## src/rtl/score_digit_renderer.sv

```systemverilog
// Two-digit score overlay: sequential binary-to-decimal conversion plus a
// two-stage pixel pipeline that addresses an external character ROM.
module score_digit_renderer #(
    parameter int unsigned X0         = 16,
    parameter int unsigned Y0         = 16,
    parameter int unsigned SCALE_LOG2 = 2
) (
    input  logic       clk,
    input  logic       reset_n,
    input  logic       score_valid,
    input  logic [6:0] score,
    output logic       score_ready,
    input  logic       smiley,
    input  logic [9:0] x,
    input  logic [9:0] y,
    input  logic       de,
    output logic [3:0] rom_number,
    output logic [2:0] rom_line,
    input  logic [7:0] rom_charline,
    output logic       pixel,
    output logic       pixel_de
);

    localparam logic [10:0] CELL_W  = 11'(8 << SCALE_LOG2);
    localparam logic [10:0] GAP_W   = 11'(1 << SCALE_LOG2);
    localparam logic [10:0] TENS_L  = 11'(X0);
    localparam logic [10:0] TENS_R  = TENS_L + CELL_W;
    localparam logic [10:0] UNITS_L = TENS_R + GAP_W;
    localparam logic [10:0] UNITS_R = UNITS_L + CELL_W;
    localparam logic [10:0] TOP     = 11'(Y0);
    localparam logic [10:0] BOTTOM  = TOP + CELL_W;

    typedef enum logic {
        IDLE,
        CONVERT
    } state_t;

    state_t     state_q, state_d;
    logic [6:0] rem_q, rem_d;
    logic [3:0] tacc_q, tacc_d;
    logic [3:0] tens_q, tens_d;
    logic [3:0] units_q, units_d;

    logic [3:0] num_q, num_d;
    logic [2:0] line_q, line_d;
    logic [2:0] col_q, col_d;
    logic       hit_q, hit_d;
    logic       de_q;
    logic       pixel_q, pixel_de_q;

    // ---------------- conversion FSM ----------------
    always_ff @(posedge clk) begin
        if (!reset_n) begin
            state_q <= IDLE;
        end else begin
            state_q <= state_d;
        end
    end

    always_comb begin
        state_d = state_q;
        case (state_q)
            IDLE:    if (score_valid) state_d = CONVERT;
            CONVERT: if (rem_q < 7'd10) state_d = IDLE;
            default: state_d = IDLE;
        endcase
    end

    always_comb begin
        score_ready = (state_q == IDLE);
    end

    always_comb begin
        rem_d   = rem_q;
        tacc_d  = tacc_q;
        tens_d  = tens_q;
        units_d = units_q;
        case (state_q)
            IDLE: begin
                if (score_valid) begin
                    rem_d  = (score > 7'd99) ? 7'd99 : score;
                    tacc_d = '0;
                end
            end
            CONVERT: begin
                if (rem_q >= 7'd10) begin
                    rem_d  = rem_q - 7'd10;
                    tacc_d = tacc_q + 4'd1;
                end else begin
                    tens_d  = tacc_q;
                    units_d = rem_q[3:0];
                end
            end
            default: ;
        endcase
    end

    always_ff @(posedge clk) begin
        if (!reset_n) begin
            rem_q   <= '0;
            tacc_q  <= '0;
            tens_q  <= '0;
            units_q <= '0;
        end else begin
            rem_q   <= rem_d;
            tacc_q  <= tacc_d;
            tens_q  <= tens_d;
            units_q <= units_d;
        end
    end

    // ---------------- stage 1: cell decode and ROM addressing ----------------
    logic [10:0] x_e, y_e, cell_left, dx, dy, dx_sh, dy_sh;
    logic        in_y, in_tens, in_units, tens_hit, units_hit;
    logic        unused_bits;

    always_comb begin
        x_e       = {1'b0, x};
        y_e       = {1'b0, y};
        in_y      = (y_e >= TOP) && (y_e < BOTTOM);
        in_tens   = (x_e >= TENS_L) && (x_e < TENS_R);
        in_units  = (x_e >= UNITS_L) && (x_e < UNITS_R);
        // Tens cell is suppressed for a leading zero and in smiley mode.
        tens_hit  = in_y && in_tens && !smiley && (tens_q != 4'd0);
        units_hit = in_y && in_units;
        hit_d     = de && (tens_hit || units_hit);
        cell_left = in_tens ? TENS_L : UNITS_L;
        dx        = x_e - cell_left;
        dy        = y_e - TOP;
        dx_sh     = dx >> SCALE_LOG2;
        dy_sh     = dy >> SCALE_LOG2;

        num_d  = num_q;
        line_d = line_q;
        col_d  = col_q;
        if (hit_d) begin
            num_d  = units_hit ? (smiley ? 4'd10 : units_q) : tens_q;
            line_d = dy_sh[2:0];
            col_d  = dx_sh[2:0];
        end
    end

    assign unused_bits = &{1'b0, dx_sh[10:3], dy_sh[10:3]};

    always_ff @(posedge clk) begin
        if (!reset_n) begin
            num_q  <= '0;
            line_q <= '0;
            col_q  <= '0;
            hit_q  <= 1'b0;
            de_q   <= 1'b0;
        end else begin
            num_q  <= num_d;
            line_q <= line_d;
            col_q  <= col_d;
            hit_q  <= hit_d;
            de_q   <= de;
        end
    end

    // ---------------- stage 2: pixel select ----------------
    always_ff @(posedge clk) begin
        if (!reset_n) begin
            pixel_q    <= 1'b0;
            pixel_de_q <= 1'b0;
        end else begin
            pixel_q    <= hit_q && rom_charline[col_q];
            pixel_de_q <= de_q;
        end
    end

    assign rom_number = num_q;
    assign rom_line   = line_q;
    assign pixel      = pixel_q;
    assign pixel_de   = pixel_de_q;

endmodule

```

## config.mk

```make
export PLATFORM = sky130hd
export DESIGN_NAME = score_digit_renderer
export DESIGN_NICKNAME = d
export VERILOG_FILES = /design/src/rtl/score_digit_renderer.sv
export SDC_FILE = /design/constraint.sdc
export NUM_CORES = 1
export LEC_CHECK = 0
export CAP_MARGIN = 0
export CORE_UTILIZATION = 50
export DETAILED_ROUTE_END_ITERATION = 8
export PLACE_DENSITY = 0.84
export SLEW_MARGIN = 20
export SYNTH_ARGS = -nofsm -noshare
export SYNTH_HDL_FRONTEND = slang
export SYNTH_SLANG_ARGS = --single-unit
```

## constraint.sdc

```tcl
create_clock -name clk -period 4.9 [get_ports clk]
set_input_delay 0.49 -clock clk [delete_from_list [all_inputs] [get_ports clk]]
set_output_delay 0.49 -clock clk [all_outputs]
set_load 0.02 [all_outputs]
```

==> reports/metrics.cfg <==
[floorplanning]
start_util_pct = 54.4
core-area_um2 = 3130
die_x_um = 60.3
die_y_um = 60.3
num_rows = 20
dieArea_um2 = 3640
ioPinCount = 50

[timing]
grt_setup_unrepaired = false
clock_skew_ps = 2.19
tightest_slew_ps = 870
period_minus_slack_ps = 2380
finalHoldViolations = 0
slew_headroom_pct = 41.2
final-max-slew-violation-count = 0
setup_tns_ps = 0
fin_crit_sh_pct = 48.6
setup_viol = 0
max_freq_mhz = 420

[min_path]
min_path_type = reg -> reg

[global_route]
busiest_layer = met2
grt_pass1_wl_um = 5980
grt_pass1_vias = 1323
grtUsageTotal_pct = 22.9
met2_usage_pct = 33.6
grt-ovfl-total = 0
grtUsageMet1_pct = 31.1
grtUsageMet3_pct = 5.84
antenna_found_initial = 0
grt_max_degree = 27

[logic_synthesis]
synth_edf_count = 0
synth.most_common_cell = dfxtp_1
synthTopCellsByCount = 34 x dfxtp_1, 26 x nor2_1, 17 x nand2_1
syn_avg_cell_area_um2 = 8.72
synthDominantCellAreaShare_pct = 40.0
syn_area_um2 = 1700
synthCells = 195
synth_area_leaders = dfxtp_1 40%, mux2i_1 7.7%, nor2_1 5.7%
synth-seq-cells = 34
ys_seq_area_share_pct = 40.0
yosys_warnings = 0
synth_cell_types = 45
synth_area_leader_cell = dfxtp_1
synthArstFlopShare_pct = 0
synth_ff_type = dfxtp_1
syn-num-nets = 239

[outcome]
status = finished, final reports clean

[clocking]
cts_resized = 0
htree_num_levels = 2
path_clk_slew_ps = 100
clock_latency_ps = 340
tritoncts = yes
post_cts_buffers = 0
cts.path.max_buffers = 2
cts_root_buf = clkbuf_4
cts_buffers = 5
clkSinkCount = 34
hold_buffers = 0

[final_layout]
syn2layout_area_growth_pct = 31.3
fin_nets = 283
antenna_cells = 0
drive_gt1_share_pct = 7.08

[setup_path]
worst-path-max-fanout = 15
cp_data_required_time_ps = 4410
start_kind = register
arrival_ps = 1890
critPathKind = reg -> out
end_kind = output pin

[routing]
ant_nets = 0
drt-initial-drc-count = 58
routedWlPerCell_um = 12.9
num_vias = 1509
routed_wl_um = 3650
dr.pass1.iters = 4
viasPerCell = 5.31
route.detailed.drc = 0

[placement]
place.port_buffers = 45
dp_hpwl_um = 2750
gp_congestion = 0.853

[power_and_ir_drop]
powerDensity_nw_per_um2 = 271
p_leak_nw = 0.820
finalPower_mw = 0.604
vdd_drop_max_uv = 225

[flow_run]
drv_cap = 0

-- registers in the layout, summed over array words and instances, names as in the netlist --
signal,flops
tacc_q,4
rom_line,3
col_q,3
pixel,1
pixel_de,1
hit_q,1
tens_q,4
de_q,1
rem_q,7
state_q,1
units_q,4
rom_number,4
-- metrics by stage --
step                setup WS, ps  area [um2]  util, %  hold WS (ps)  instances
global route                2370        2230     71.4           450        284
finish                      2520        2230     71.4           427        284
detailed placement          2200        2150     68.8           407        276
global placement            2210        2150     68.8           409        276
CTS                         2520        2230     71.4           431        284
floorplan                   2850        1700        -           401        195
-- routing by layer --
metal	vias up	wire (um)
met5	-	0
met4	0	67
met3	7	131
met2	36	1750
met1	683	1700
li1	783	-
-- layout make-up --
type	count	area [um2]
clock buffer	8	78.8
fill	247	896
inverter	13	48.8
multi-input combinational	140	918
sequential	34	681
tap	44	55.1
timing repair buffer	45	450
-- kinds of logic (layout without fill, tap and decap cells) --
logic type                 count (synthesis)  count (layout)  share of synthesized area [%]
and+or+nand+nor                           78              78                           23.7
AOI/OAI and AO/OA                         40              40                           15.5
DFF                                       34              34                           40.0
buffers and inverters                     21              66                           5.96
muxes                                     15              15                           10.3
adders and majority gates                  4               4                           2.94
xor gates and xnor gates                   3               3                           1.55
-- report_power, final --
group	switching (mW)	total, mW	internal (mW)	leakage, nW
clock network	0.0920	0.190	0.0980	0.0446
logic	0.0548	0.113	0.0577	0.499
registers	0.0132	0.302	0.289	0.276
-- layout by cell type, fill, tap and decap left out, drive strengths merged, types with 3 or more instances in the layout --
master / instances
nor2: 26
clkbuf: 8
xnor2: 3
nand2: 17
dfxtp: 34
o21ai: 10
a311oi: 3
nand2b: 3
and2: 3
a21oi: 12
nand3b: 3
nand3: 5
ha: 4
mux2i: 13
clkdlybuf4s50: 45
nor3: 4
inv: 11
-- worst max-delay path, cell delays in order (launching register included) --
cell and delay (ps):
dfxtp_1 600, clkinv_1 330, clkdlybuf4s50_1 610
-- path summary, 6_finish.rpt --
path | slack [ps] | depth (start not counted) | start | endpoint
worst max-delay path | 2520 | 2 | state_q | score_ready
worst min-delay path | 430 | 2 | hit_q | pixel
worst max register to register | 2670 | 7 | rem_q[1] | rem_q[4]
worst min register to register | 430 | 2 | hit_q | pixel
Power figures use the tool's default switching activity.
